## config.mk

```make
export PLATFORM = sky130hd
export DESIGN_NAME = keypad_scanner
export DESIGN_NICKNAME = d
export VERILOG_FILES = /design/src/rtl/keypad_pkg.sv /design/src/rtl/keypad_scanner_frame_debouncer.sv /design/src/rtl/keypad_scanner.sv
export SDC_FILE = /design/constraint.sdc
export NUM_CORES = 1
export LEC_CHECK = 0
export BUFFER_PORTS_ARGS = -buffer_cell sky130_fd_sc_hd__buf_2
export CAP_MARGIN = 20
export CELL_PAD_IN_SITES_DETAIL_PLACEMENT = 0
export CELL_PAD_IN_SITES_GLOBAL_PLACEMENT = 1
export CORE_ASPECT_RATIO = 1.4
export CORE_MARGIN = 3
export CORE_UTILIZATION = 45
export DETAILED_ROUTE_END_ITERATION = 10
export PLACE_DENSITY = 0.82
export SLEW_MARGIN = 20
export SYNTH_ARGS = -nofsm -noshare
export SYNTH_HDL_FRONTEND = slang
export SYNTH_HIERARCHICAL = 1
export SYNTH_SLANG_ARGS = --single-unit
```

## constraint.sdc

```tcl
create_clock -name clk -period 5.1 [get_ports clk]
set_input_delay 0.255 -clock clk [delete_from_list [all_inputs] [get_ports clk]]
set_output_delay 0.255 -clock clk [all_outputs]
set_load 0.005 [all_outputs]
```

## src/rtl/keypad_pkg.sv

```systemverilog
// Shared constants and helpers for the 4x4 keypad scanner.
package keypad_pkg;

    localparam int NUM_COLS   = 4;
    localparam int NUM_ROWS   = 4;
    localparam int KEY_CODE_W = 4;
    localparam int NUM_KEYS   = NUM_COLS * NUM_ROWS;

    // Active-low one-hot column drive, indexed by column number.
    localparam logic [NUM_COLS-1:0][NUM_COLS-1:0] COL_DRIVE =
        {4'b0111, 4'b1011, 4'b1101, 4'b1110};

    // Key index = col*4 + row.
    function automatic logic [KEY_CODE_W-1:0] key_index(input logic [1:0] col,
                                                        input logic [1:0] row);
        return {col, row};
    endfunction

    function automatic logic [KEY_CODE_W-1:0] lowest_set(input logic [NUM_KEYS-1:0] m);
        logic [KEY_CODE_W-1:0] idx;
        idx = '0;
        for (int i = NUM_KEYS - 1; i >= 0; i--)
            if (m[i]) idx = KEY_CODE_W'(i);
        return idx;
    endfunction

endpackage

```

## src/rtl/keypad_scanner_frame_debouncer.sv

```systemverilog
// Frame-level debouncer: the stable map follows the raw frame once it has
// been seen DEBOUNCE_FRAMES times in a row.
module frame_debouncer
    import keypad_pkg::*;
#(
    parameter int DEBOUNCE_FRAMES = 4
) (
    input  logic                clk,
    input  logic                rst,
    input  logic [NUM_KEYS-1:0] i_frame,
    input  logic                i_frame_stb,
    output logic [NUM_KEYS-1:0] o_map,
    output logic [NUM_KEYS-1:0] o_next_map,
    output logic                o_update
);

    localparam logic [7:0] DF = 8'(DEBOUNCE_FRAMES);

    logic [NUM_KEYS-1:0] r_prev;
    logic [NUM_KEYS-1:0] r_map;
    logic [7:0]          r_match;
    logic                r_load;
    logic [7:0]          w_match_nxt;

    always_comb begin
        w_match_nxt = 8'd1;
        if (i_frame == r_prev)
            w_match_nxt = (r_match == DF) ? r_match : r_match + 8'd1;
    end

    always_ff @(posedge clk or posedge rst) begin
        if (rst) begin
            r_prev  <= '0;
            r_match <= '0;
            r_load  <= 1'b0;
            r_map   <= '0;
        end else begin
            r_load <= i_frame_stb && (w_match_nxt == DF);
            if (i_frame_stb) begin
                r_prev  <= i_frame;
                r_match <= w_match_nxt;
            end
            // r_prev already holds the qualifying frame one cycle after the strobe.
            if (r_load)
                r_map <= r_prev;
        end
    end

    assign o_map      = r_map;
    assign o_next_map = r_prev;
    assign o_update   = r_load;

endmodule

```

## src/rtl/keypad_scanner.sv

```systemverilog
// 4x4 matrix keypad scanner with frame debounce and press-event queue.
// Optional autorepeat enabled by defining KEYPAD_AUTOREPEAT_EN.
module keypad_scanner
    import keypad_pkg::*;
#(
    parameter int SCAN_DIVIDER    = 1000,
    parameter int DEBOUNCE_FRAMES = 4,
    parameter int REPEAT_FRAMES   = 50
) (
    input  logic                  clk,
    input  logic                  rst,
    output logic [NUM_COLS-1:0]   io_col,
    input  logic [NUM_ROWS-1:0]   io_row,
    output logic [NUM_KEYS-1:0]   key_map,
    output logic [KEY_CODE_W-1:0] key_code,
    output logic                  key_valid,
    output logic                  key_down
);

    logic [NUM_ROWS-1:0]   r_row_s1, r_row_s2;
    logic [15:0]           r_dwell;
    logic [1:0]            r_col;
    logic [NUM_KEYS-1:0]   r_raw;
    logic [NUM_KEYS-1:0]   r_pend;
    logic                  r_valid;
    logic [KEY_CODE_W-1:0] r_code;

    logic                  w_last, w_frame_stb, w_update;
    logic [NUM_KEYS-1:0]   w_raw_nxt, w_next_map, w_rise, w_take, w_rep, w_pend_nxt;

    assign w_last      = (r_dwell == 16'(SCAN_DIVIDER - 1));
    assign w_frame_stb = w_last && (r_col == 2'd3);

    // Current column's rows merged into the raw frame; on column 3 this is the full frame.
    always_comb begin
        w_raw_nxt = r_raw;
        for (int r = 0; r < NUM_ROWS; r++)
            w_raw_nxt[key_index(r_col, 2'(r))] = ~r_row_s2[r];
    end

    always_ff @(posedge clk or posedge rst) begin
        if (rst) begin
            r_row_s1 <= '0;
            r_row_s2 <= '0;
            r_dwell  <= '0;
            r_col    <= '0;
            r_raw    <= '0;
        end else begin
            r_row_s1 <= io_row;
            r_row_s2 <= r_row_s1;
            if (w_last) begin
                r_dwell <= '0;
                r_col   <= r_col + 2'd1;
                r_raw   <= w_raw_nxt;
            end else begin
                r_dwell <= r_dwell + 16'd1;
            end
        end
    end

    frame_debouncer #(.DEBOUNCE_FRAMES(DEBOUNCE_FRAMES)) u_deb (
        .clk        (clk),
        .rst        (rst),
        .i_frame    (w_raw_nxt),
        .i_frame_stb(w_frame_stb),
        .o_map      (key_map),
        .o_next_map (w_next_map),
        .o_update   (w_update)
    );

`ifdef KEYPAD_AUTOREPEAT_EN
    logic        r_stb_d;
    logic [15:0] r_rep;
    logic        w_onehot, w_map_chg;

    assign w_onehot  = (key_map != '0) && ((key_map & (key_map - 1'b1)) == '0);
    assign w_map_chg = w_update && (w_next_map != key_map);
    // Counted on the delayed strobe so repeats land in the same phase as the press event.
    assign w_rep = (r_stb_d && !w_map_chg && w_onehot && r_rep == 16'(REPEAT_FRAMES - 1))
                   ? key_map : '0;

    always_ff @(posedge clk or posedge rst) begin
        if (rst) begin
            r_stb_d <= 1'b0;
            r_rep   <= '0;
        end else begin
            r_stb_d <= w_frame_stb;
            if (w_map_chg || (r_stb_d && !w_onehot))
                r_rep <= '0;
            else if (r_stb_d)
                r_rep <= (r_rep == 16'(REPEAT_FRAMES - 1)) ? 16'd0 : r_rep + 16'd1;
        end
    end
`else
    logic [15:0] w_unused_rep;
    assign w_unused_rep = 16'(REPEAT_FRAMES);
    assign w_rep        = '0;
`endif

    always_comb begin
        w_rise     = w_update ? (w_next_map & ~key_map) : '0;
        w_take     = (r_pend != '0) ? (NUM_KEYS'(1) << lowest_set(r_pend)) : '0;
        w_pend_nxt = (r_pend & ~w_take) | w_rise | w_rep;
    end

    always_ff @(posedge clk or posedge rst) begin
        if (rst) begin
            r_pend  <= '0;
            r_valid <= 1'b0;
            r_code  <= '0;
        end else begin
            r_pend  <= w_pend_nxt;
            r_valid <= (r_pend != '0);
            if (r_pend != '0)
                r_code <= lowest_set(r_pend);
        end
    end

    assign io_col    = COL_DRIVE[r_col];
    assign key_code  = r_code;
    assign key_valid = r_valid;
    assign key_down  = |key_map;

endmodule

```

Word level (Yosys, flattened, before mapping)
Cells that the tools add are included.
{"block": "op_classes", "addsub": 3, "order_cmp": 9, "n_eq_ne": 5, "n_shift": 1, "n_mux": 35, "n_bitwise": 9, "reduce_logical": 8}
{"operator": "$mux 4", "n": 17}
{"operator": "$bwmux 16", "n": 4}
{"operator": "$mux 16", "n": 3}
{"operator": "$and 16x16->16", "n": 2}
{"operator": "$not 16->16", "n": 2}
{"operator": "$lt 4x5->1 const B", "n": 4}
{"operator": "$add 16x1->16 const B", "n": 1}
{"operator": "$eq 16x10->1 const B", "n": 1}
{"operator": "$eq 16x16->1", "n": 1}
{"operator": "$eq 8x3->1 const B", "n": 2}
{"operator": "$ge 4x1->1 const B", "n": 4}
{"operator": "$mux 8", "n": 2}
{"operator": "$or 16x16->16", "n": 1}
{"operator": "$reduce_bool 16->1", "n": 1}
{"operator": "$reduce_or 16->1", "n": 1}
{"operator": "$shl 1x4->16 const A", "n": 1}
{"operator": "$add 8x1->8 const B", "n": 1}
{"operator": "$bmux 4 s2", "n": 1}
{"operator": "$demux 1 s2", "n": 4}
{"operator": "$logic_and 1x1->1", "n": 6}
{"operator": "$mux 1", "n": 4}
{"operator": "$not 1->1", "n": 4}
{"operator": "$lt 2x3->1 const B", "n": 1}
{"operator": "$add 2x1->2 const B", "n": 1}
{"operator": "$eq 2x2->1 const B", "n": 1}
{"block": "word_totals", "register_bits": 104, "input_bits": 6, "out_inout_bits": 26, "word_cells": 82}

Longest topological paths before layout
Gate-level depths: netlist of run 1.
{"block": "depth", "depth_word": 21, "ltp_mapped": 10, "depth_no_buf": 10}

By module
The synthesis of run 1 kept the hierarchy.
{"module": "keypad_scanner", "instances": 1, "cells_each": 288, "area_each_um2": 2991.6, "seq_area_each_um2": 1576.5}
{"module": "frame_debouncer", "instances": 1, "cells_each": 151, "area_each_um2": 1959.4, "seq_area_each_um2": 1026.0}

Worst setup path after synthesis of run 1
OpenSTA, ideal clock, no wires.
{"block": "synth_path", "path_type": "register -> register", "start": "reg r_dwell[3]", "end": "reg u_deb.r_prev[15], in the netlist u_deb/o_next_map[15]", "setup_ns": 0.125, "arrival_time_ns": 2.549, "t_required_ns": 4.975, "setup_slack_ns": 2.426, "stages_incl_launch_ff": 8, "path_buffers": 3, "period_less_slack_ns": 2.674, "path_cell_list": "dfrtp_1 -> or4_1 -> nor4_4 -> buf_4 -> and2_1 -> clkbuf_1 -> buf_1 -> mux2_2"}
{"block": "synth_via", "elab_chain_cells": 2}
{"item": "from (decl)", "line_no": "keypad_scanner.sv:21", "text": "logic [15:0] r_dwell;"}
{"item": "from (signal assigned)", "line_no": "keypad_scanner.sv:56", "text": "r_dwell <= r_dwell + 16'd1;"}
{"item": "$eq 16x10->1", "line_no": "keypad_scanner.sv:31", "text": "assign w_last = (r_dwell == 16'(SCAN_DIVIDER - 1));"}
{"item": "$logic_and 1x1->1", "line_no": "keypad_scanner.sv:32", "text": "assign w_frame_stb = w_last && (r_col == 2'd3);"}
{"item": "via w_frame_stb", "line_no": "keypad_scanner.sv:28", "text": "logic w_last, w_frame_stb, w_update;"}
{"item": "to (signal assigned)", "line_no": "keypad_scanner_frame_debouncer.sv:40", "text": "r_prev <= i_frame;"}
{"item": "to (decl)", "line_no": "keypad_scanner_frame_debouncer.sv:19", "text": "logic [NUM_KEYS-1:0] r_prev;"}
The timed path passes the listed nets, and every way through them passes these cells.
A chain may end at the register's enable or synchronous reset.

Worst setup path in the final report of run 1
{"block": "layout_path", "start": "reg r_dwell[3]", "end": "reg u_deb.r_match[1]"}
{"block": "layout_via", "elab_chain_cells": 2}
{"item": "$eq 16x10->1", "line_no": "keypad_scanner.sv:31"}
{"item": "$logic_and 1x1->1", "line_no": "keypad_scanner.sv:32"}
{"item": "via w_frame_stb", "line_no": "keypad_scanner.sv:28"}
{"item": "to (signal assigned)", "line_no": "keypad_scanner_frame_debouncer.sv:41", "text": "r_match <= w_match_nxt;"}
{"item": "to (decl)", "line_no": "keypad_scanner_frame_debouncer.sv:21", "text": "logic [7:0] r_match;"}
The timed path passes the listed nets, and every way through them passes these cells.

==> out/qor.yml, run 1 <==
synth:
  synth_cells: 439
  synth.top_cell.area_share_pct: 52.6
  syn_area_per_cell_um2: 11.3
  ys_seq_area_share_pct: 52.6
  synth_cell_types: 53
  synthesis.area_um2: 4950
  synth_ff_type: "dfrtp_1"
  async_reset_ff_share_pct: 100
  synthTopCellsByCount: "dfrtp_1, mux2_2, inv_1"
  synth-edff-count: 0
  synth.most_common_cell: "dfrtp_1"
  synth_fp_nets: 453
  ys_ff_latch: 104
  synth_area_leaders: "dfrtp_1, mux2_2, xor2_1"
  synth_top_area_cell: "dfrtp_1"
  ys_warn_count: 6
drt:
  wl_mm: 9.90
  first_pass_iters: 5
  avgRoutedWirePerCell_um: 16.1
  ant_nets: 0
  drtIter0Drc: 205
  vias: 3393
  drc: 0
  via_per_inst: 5.51
run:
  max_cap_viol_count: 0
critical_path:
  startpoint_type: "register"
  r2r_start: "r_dwell[3]$_DFF_PP0_"
  crit_required_ps: 5390
  critPathMaxFanout: 26
  ff2ff_setup_slack_ps: 2000
  r2r_end: "u_deb/r_match[1]$_DFFE_PP0P_"
  path_class: "register to register"
  reg2reg_depth: 7
  arrival_ps: 3390
  cp-end-kind: "register"
floorplanning:
  fp.dieW_um: 94.7
  io_pins: 32
  core_um2: 10600
  initial_core_util_pct: 46.8
  dieArea_um2: 12300
  die_h_um: 130
  rows: 44
layout:
  seq_area_um2: 2600
  fill_cells: 979
  drive_above_1_share_pct: 20.7
  antenna_cells: 0
  nNetsFinal: 487
  multi_input_area_um2: 2170
  syn_to_final_growth_pct: 12.4
  layout.cells.non_filler: 616
sta:
  hold_viol_final: 0
  worst_pin_slew_ps: 1060
  min_period_ps: 3100
  max-slew-margin-rel_pct: 29.3
  tns_ps: 0
  min_period_over_period_pct: 60.8
  max_freq_mhz: 322
  setup_viol_count_final: 0
  slew_violations: 0
  rsz0062_at_grt: "no"
  clock_skew_ps: 6.36
hold_path:
  min_to: "r_row_s1[1]$_DFF_PP0_"
  hold_class: "primary input to register"
  min-delay-start: "io_row[1]"
  hold_depth: 1
clocking:
  numCtsBuffers: 9
  post_cts_buffers: 0
  cts.sinks: 104
  clk_path_buf_depth: 2
  cts_resized: 0
  htree_levels: 3
  clockRootBuffer: "clkbuf_16"
  clk_latency_ps: 350
  cts_tree: "done"
  clk_pin_slew_ps: 70
  hold_buffers: 0
global_route:
  grt_max_degree: 64
  gr-usage-met2_pct: 30.8
  top_usage_layer: "met2"
  met3_usage_pct: 2.42
  grt_pass1_vias: 3343
  gr-usage-all-layers_pct: 17.5
  grt.overflow.total: 0
  grtUsageMet1_pct: 20.7
  grt_pass1_wl_mm: 16.5
  antenna_found_initial: 0
place:
  gp_congestion: 0.835
  place_inst: 600
  dp_hpwl_mm: 7.14
  numPortBuffers: 31
power_and_ir_drop:
  pwr_density_cell_nw_per_um2: 280
  p_leak_nw: 2.74
  ir_drop_mv: 0.156
outcome:
  outcome: "complete, no violations"
[worst max-delay path: stages, from the launching register on]
cell	delay, ps
dfrtp_1	410
or4_1	610
nor4_4	150
buf_4	310
and2_1	880
nand2_1	180
nor2_2	290
a22o_1	190
[kinds of logic (layout without fill, tap and decap cells)]
logic type / count (synthesis) / after routing / share of synthesized area [%]
simple gates: 121 / 121 / 14.8
flops: 104 / 104 / 52.6
compound gates: 81 / 81 / 10.6
mux: 48 / 48 / 10.8
buf+inv: 45 / 84 / 3.54
xor+xnor: 32 / 32 / 5.66
fa+ha+maj: 8 / 8 / 2.02
[report_power, final]
group          switching (mW)  leakage [nW]  internal (mW)
sequential            0.00280          1.42          0.827
combinational          0.0199          1.17        0.00454
clock                   0.315         0.143          0.386
total                   0.338          2.74           1.22
[metal layers]
| metal | vias to the layer above | share of wire [%] |
|---|---|---|
| met2 | 65 | 52 |
| li1 | 1635 | - |
| met3 | 12 | 3.1 |
| met5 | - | 0 |
| met1 | 1681 | 42 |
| met4 | 0 | 2.1 |
[flip-flops by register name, indices dropped and copies added, names as in the netlist]
name	flops
r_row_s1	4
r_dwell	16
r_pend	16
r_raw	16
key_valid	1
u_deb/r_match	8
key_code	4
r_col	2
u_deb/o_map	16
u_deb/o_update	1
r_row_s2	4
u_deb/o_next_map	16
[metrics by stage]
step | worst slack, ps | util [%] | power (mW) | area, um2 | hold WS (ps)
floorplan | 2430 | - | 0.861 | 4950 | 286
global placement | 2090 | 49.7 | 0.872 | 5260 | 333
detailed placement | 2010 | 49.7 | 0.872 | 5260 | 339
CTS | 2000 | 52.6 | 1.57 | 5560 | 1.26
global route | 1760 | 52.6 | 1.61 | 5560 | 8.30
finish | 2000 | 52.6 | 1.56 | 5560 | 12.1
[layout by cell type, fill, tap and decap left out, types with 5 or more instances in the layout]
master / n
dfrtp_1: 104
mux2_2: 33
buf_2: 31
inv_1: 29
nor2_1: 28
nand2_1: 24
xor2_1: 24
o21ai_0: 23
a21oi_1: 15
mux2_1: 11
nand3_1: 10
o21ai_1: 9
clkbuf_16: 9
nor4_1: 8
xnor2_1: 8
ha_1: 8
a22o_1: 7
nand4_1: 6
or3_1: 6
a32oi_1: 5
and3_1: 5
nor2b_1: 5
[how the worst max path moves through the flow]
stage / from / end / slack (ps) / cells past startpoint
floorplan: r_dwell[3]$_DFF_PP0_ / u_deb/o_next_map[15]$_DFFE_PP0P_ / 2430 / 7
global placement: r_dwell[11]$_DFF_PP0_ / u_deb/r_match[7]$_DFFE_PP0P_ / 2090 / 8
detailed placement: r_dwell[11]$_DFF_PP0_ / u_deb/r_match[7]$_DFFE_PP0P_ / 2010 / 8
CTS: r_dwell[11]$_DFF_PP0_ / u_deb/r_match[1]$_DFFE_PP0P_ / 2000 / 8
global route: r_dwell[11]$_DFF_PP0_ / u_deb/r_match[7]$_DFFE_PP0P_ / 1760 / 8
finish: r_dwell[3]$_DFF_PP0_ / u_deb/r_match[1]$_DFFE_PP0P_ / 2000 / 7
[layout make-up]
class / count / share of cell area, %
Clock inverter: 7 / 1.44
Sequential cell: 104 / 46.8
Timing Repair Buffer: 35 / 3.33
Multi-Input combinational cell: 290 / 39.1
Clock buffer: 9 / 4.05
Inverter: 33 / 2.23
Tap cell: 138 / 3.10
(Power assumes the default switching activity.)
==> inputs of run 2 (changes only) <==
CORE_UTILIZATION = 44   (was 45)
PLACE_DENSITY = 0.84   (was 0.82)
clock period = 2.6 ns   (was 5.1 ns; I/O delays follow)
==> run 2 against run 1 <==
  * Maximum frequency up 26%
  * Power increased by 110%
  * Critical endpoint is now u_deb/r_match[6]$_DFFE_PP0P_
  * Global-route usage shrank 0.40 points
  * Critical path depth is 4 higher
  * Worst hold slack improved by 330 ps
  * Register-to-register slack worse by 1900 ps
  * Highest routed layer unchanged
  * Critical path type unchanged
  * Wire length grew 4.0%
==> out/qor.yml, run 2 (synthesized netlist as in run 1, its figures left out) <==
layout:
  utilization_pct: 53.5
  antenna_cells: 0
  fill_cells: 991
  final_common_cell: "dfrtp_1"
  drive_above_1_share_pct: 25.8
  syn_to_final_growth_pct: 18.1
  multi_input_area_um2: 2230
  nNetsFinal: 509
  final_cell_mix: "dfrtp_1, mux2_2, buf_2"
  seq_area_um2: 2600
run:
  max_cap_viol_count: 0
outcome:
  outcome: "complete, no violations"
clocking:
  numCtsBuffers: 9
  clk_pin_slew_ps: 70
  htree_levels: 3
  cts_tree: "done"
  clockRootBuffer: "clkbuf_16"
  clk_path_buf_depth: 2
  cts.sinks: 104
  clk_latency_ps: 330
floorplanning:
  dieArea_um2: 12600
  fp.dieW_um: 95.7
  die_h_um: 132
  io_pins: 32
  initial_core_util_pct: 45.3
  core_um2: 10900
  rows: 45
drt:
  via_per_inst: 5.46
  drtIter0Drc: 176
  vias: 3499
  drc: 0
  ant_nets: 0
  wl_mm: 10.3
  first_pass_iters: 4
  avgRoutedWirePerCell_um: 16.1
sta:
  min_period_ps: 2470
  slew_violations: 0
  clock_skew_ps: 9.12
  max_freq_mhz: 406
  worst_pin_slew_ps: 552
  setup_viol_count_final: 0
  max-slew-margin-rel_pct: 63.2
  hold_viol_final: 0
  min_period_over_period_pct: 94.8
power_and_ir_drop:
  switching_share_pct: 19.2
  pwr_density_cell_nw_per_um2: 552
  p_switching_uw: 619
  pwr-share-comb_pct: 1.8
  p_leak_nw: 2.88
  p_seq_share_pct: 50.5
  cellInternalPower_mw: 2.61
  power_mw: 3.23
  power_frac_clock_pct: 47.7
  ir_drop_mv: 0.295
critical_path:
  path_class: "register to register"
  critPathMaxFanout: 10
  path_cells: "inv_1 -> ha_2 -> clkinvlp_4 -> nand2_1 -> o21ai_2 -> xor2_1 -> nor4_2 -> nand4_2 -> buf_4 -> o31ai_2 -> a22o_1"
  crit_required_ps: 2880
  cp-end-kind: "register"
  startpoint_type: "register"
  slowest_stage: "dfrtp_1"
  critical_path.max_stage_delay_ps: 410
  arrival_ps: 2740
global_route:
  antenna_found_initial: 0
  grt.overflow.total: 0
  gr-usage-all-layers_pct: 17.1
  grt_pass1_vias: 3461
  grt_pass1_wl_mm: 17.1
  grt_max_degree: 42
hold_path:
  hold_class: "primary input to asynchronous set/reset pin"
place:
  dp_hpwl_mm: 7.46
  gp_congestion: 0.863
  numPortBuffers: 31
run 2: cell types whose count changed in the layout (fill, tap and decap cells not counted), moves of 2 or more:
cell	delta
buf_4	+15
bufinv_16	+2
clkinv_1	-2
dlygate4sd3_1	+5
ha_1	-2
ha_2	+2
inv_6	-2
o21ai_0	-10
o21ai_1	+3
o21ai_2	+6
o31ai_1	-2
o31ai_2	+2
run 2: power by group through the flow:
stage / sequential (mW) / clock [mW] / combinational [mW]
final: 1.63 / 1.54 / 0.0585
after global routing: 1.63 / 1.64 / 0.0674
after CTS: 1.63 / 1.57 / 0.0604
after detailed placement: 1.66 / 0 / 0.0535
after global placement: 1.66 / 0 / 0.0518
after floorplan: 1.66 / 0 / 0.0325
run 2: metrics by stage:
| step | hold slack [ps] | setup WS, ps | TNS [ps] | cell area (um2) | cells |
|---|---|---|---|---|---|
| 2_1_floorplan | 161 | 32.4 | 0 | 4950 | 439 |
| 3_3_place_gp | 139 | 38.0 | 0 | 5370 | 617 |
| 3_5_place_dp | 142 | -98.1 | -578 | 5370 | 617 |
| 4_1_cts | 348 | 38.0 | 0 | 5770 | 639 |
| 5_1_grt | 365 | -53.8 | -162 | 5850 | 641 |
| 6_report | 338 | 135 | 0 | 5850 | 641 |
run 2: timing repair:
| action | in CTS | in global routing |
|---|---|---|
| buffers inserted | 1 | 0 |
| endpoints found under the hold margin | 61 | 0 |
| endpoints found under the setup margin | 8 | 8 |
| pin swaps | 1 | 2 |
| hold buffers | 5 | 0 |
| gates cloned | 0 | 2 |
| gates resized for setup | 4 | 23 |
run 2: critical path, delay by kind of cell, from the launching register on:
family	cells	cell delay [ps]
xor+xnor	1	160
compound gates	3	500
flops	1	410
buf+inv	3	500
simple gates	3	580
fa+ha+maj	1	260
run 2: cell type report:
cell class | count | share of cell area [%]
sequential | 104 | 44.5
multi-input combinational | 290 | 38.1
timing repair buffer | 55 | 5.95
clock buffer | 11 | 4.15
tap | 141 | 3.02
inverter | 33 | 2.25
clock inverter | 5 | 1.78
timing repair inverter | 2 | 0.214
run 2: path summary, 6_finish.rpt:
| check | slack, ps | end | from | depth (start not counted) |
|---|---|---|---|---|
| worst max-delay path | 130 | u_deb/r_match[6]$_DFFE_PP0P_ | r_col[1]$_DFFE_PP0N_ | 11 |
| worst min-delay path | 340 | r_dwell[15]$_DFF_PP0_ | rst | 3 |
| worst max register to register | 130 | u_deb/r_match[6]$_DFFE_PP0P_ | r_col[1]$_DFFE_PP0N_ | 11 |
| worst min register to register | 350 | r_row_s2[0]$_DFF_PP0_ | r_row_s1[0]$_DFF_PP0_ | 0 |
| max in group asynchronous | 1620 | r_pend[13]$_DFF_PP0_ | rst | 4 |
| min in group clk | 350 | r_row_s2[0]$_DFF_PP0_ | r_row_s1[0]$_DFF_PP0_ | 0 |
run 2: metal layers:
layer	track usage (%)	part of all wire (%)	vias up
li1	-	-	1670
met1	23.2	44	1745
met2	27.5	50	78
met3	3.09	4.3	6
met4	5.22	0.92	0
met5	0	0	-
==> inputs of run 3 (changes only) <==
clock period = 2.1 ns   (was 2.6 ns; I/O delays follow)
==> run 3 against run 2 <==
  * Clock power grew 3%
  * Utilization grew 3.6 points
  * Combinational power grew 39%
  * Critical path type unchanged
  * Largest power group unchanged
  * Non-clock buffer count grew 28
  * Worst hold slack gained 12 ps
  * Sequential share of layout area shrank 2.8 points
  * The run now ends with setup timing left
  * Highest routed layer unchanged
  * Global-route usage grew 0.79 points
==> out/qor.yml, run 3 (synthesized netlist as in run 1, its figures left out) <==
outcome:
  outcome: "finished with violations"
  violations: "setup timing"
critical_path:
  crit_required_ps: 2330
  path_class: "register to register"
  endpoint: "u_deb/r_match[0]$_DFFE_PP0P_"
  ff2ff_setup_slack_ps: -190
  arrival_ps: 2520
  r2r_start: "r_col[1]$_DFFE_PP0N_"
  reg2reg_depth: 9
  critPathMaxFanout: 6
  cp-startpoint: "r_col[1]$_DFFE_PP0N_"
  r2r_end: "u_deb/r_match[0]$_DFFE_PP0P_"
  startpoint_type: "register"
  cp-end-kind: "register"
clocking:
  clk_pin_slew_ps: 70
  clockRootBuffer: "clkbuf_16"
  htree_levels: 3
  cts_tree: "done"
  cts.sinks: 104
  numCtsBuffers: 9
  clk_latency_ps: 350
  clk_path_buf_depth: 2
floorplanning:
  fp.dieW_um: 95.7
  die_h_um: 132
  io_pins: 32
  core_um2: 10900
  initial_core_util_pct: 45.3
  dieArea_um2: 12600
  rows: 45
sta:
  rsz0062_at_grt: "yes"
  tns_ps: -1440
  slew_violations: 0
  setup_viol_count_final: 9
  setup_ws_ps: -188
  min_period_ps: 2290
  max-slew-margin-rel_pct: 62.4
  max_freq_mhz: 437
  clock_skew_ps: 7.81
  min_period_over_period_pct: 109
  worst_pin_slew_ps: 563
  hold_viol_final: 0
layout:
  layout.cells.non_filler: 670
  fill_cells: 936
  antenna_cells: 0
  multi_input_area_um2: 2420
  final_cell_mix: "dfrtp_1, buf_4, buf_2"
  final_common_cell: "dfrtp_1"
  drive_above_1_share_pct: 35.3
  nNetsFinal: 538
  syn_to_final_growth_pct: 26.2
  seq_area_um2: 2610
global_route:
  gr-usage-all-layers_pct: 17.9
  grt_max_degree: 42
  antenna_found_initial: 0
  grt_pass1_wl_mm: 17.7
  grt_pass1_vias: 3599
  grt.overflow.total: 0
place:
  dp_hpwl_mm: 7.67
  numPortBuffers: 31
  place_inst: 636
  gp_congestion: 0.813
power_and_ir_drop:
  pwr_density_cell_nw_per_um2: 589
  ir_drop_mv: 0.393
  p_leak_nw: 3.06
drt:
  drc: 0
  vias: 3572
  via_per_inst: 5.33
  avgRoutedWirePerCell_um: 16.2
  wl_mm: 10.8
  drtIter0Drc: 203
  first_pass_iters: 4
  ant_nets: 0
hold_path:
  hold_class: "register to register"
run:
  max_cap_viol_count: 0
run 3: changes by cell type in the layout (fill, tap and decap cells not counted), moves of 6 or more:
cell / change
nand2_2: +6
nand2_1: -6
buf_4: +20
o21ai_2: +9
mux2_2: -11
buf_6: +6
mux2_4: +11
o21ai_0: -8
run 3: per-stage QoR:
step                hold WS [ps]  utilization, %  setup slack, ps  cell area [um2]  total power, mW
floorplan                    136               -             -179             5080             2.10
global placement             206            51.5             -220             5620             2.13
detailed placement           200            51.5             -319             5620             2.13
CTS                          351            55.9             -125             6100             3.73
global route                 358            57.2             -297             6250             3.83
finish                       350            57.2             -188             6250             3.68
run 3: worst min-delay path by stage:
| stage | cells after the start | end | start |
|---|---|---|---|
| 6_report | 0 | r_row_s2[2]$_DFF_PP0_ | r_row_s1[2]$_DFF_PP0_ |
| 5_1_grt | 0 | r_row_s2[0]$_DFF_PP0_ | r_row_s1[0]$_DFF_PP0_ |
| 4_1_cts | 0 | r_row_s2[2]$_DFF_PP0_ | r_row_s1[2]$_DFF_PP0_ |
| 3_5_place_dp | 2 | r_raw[13]$_DFFE_PP0N_ | rst |
| 3_3_place_gp | 2 | r_raw[13]$_DFFE_PP0N_ | rst |
| 2_1_floorplan | 0 | r_row_s1[0]$_DFF_PP0_ | io_row[0] |
run 3: cell type report:
class | count | share of cell area, %
inverter | 33 | 2.34
clock inverter | 5 | 0.641
multi-input combinational | 291 | 38.7
sequential | 104 | 41.7
tap | 141 | 2.82
clock buffer | 11 | 3.89
timing repair buffer | 83 | 9.70
timing repair inverter | 2 | 0.180
run 3: per-layer routing:
| metal | global-route usage, % | wire [um] | up-vias |
|---|---|---|---|
| met5 | 0 | 0 | - |
| met4 | 6.80 | 250 | 0 |
| met3 | 3.15 | 288 | 19 |
| met2 | 29.8 | 5590 | 47 |
| met1 | 22.7 | 4690 | 1777 |
| li1 | - | - | 1729 |
run 3: report_power, final:
part | switching [mW] | internal, mW | leakage, nW
Combinational | 0.0536 | 0.0278 | 1.51
Clock | 0.731 | 0.845 | 0.140
Sequential | 0.0107 | 2.01 | 1.41
run 3: worst max-delay path, stage by stage, from the launching register on:
cell and delay [ps]:
dfrtp_2 470, ha_4 180, buf_6 130, mux2i_4 190, xor2_1 170, nor4_2 370
nand4_4 230, buf_6 210, o21ai_4 150, o21ai_1 80
run 3: timing repair:
item / CTS / global route
hold buffers: 5 / 0
setup buffers: 6 / 4
endpoints found under the setup margin: 9 / 34
hold endpoints to repair: 67 / 0
pin swaps: 5 / 9
gates cloned: 1 / 2
resized for setup: 28 / 25
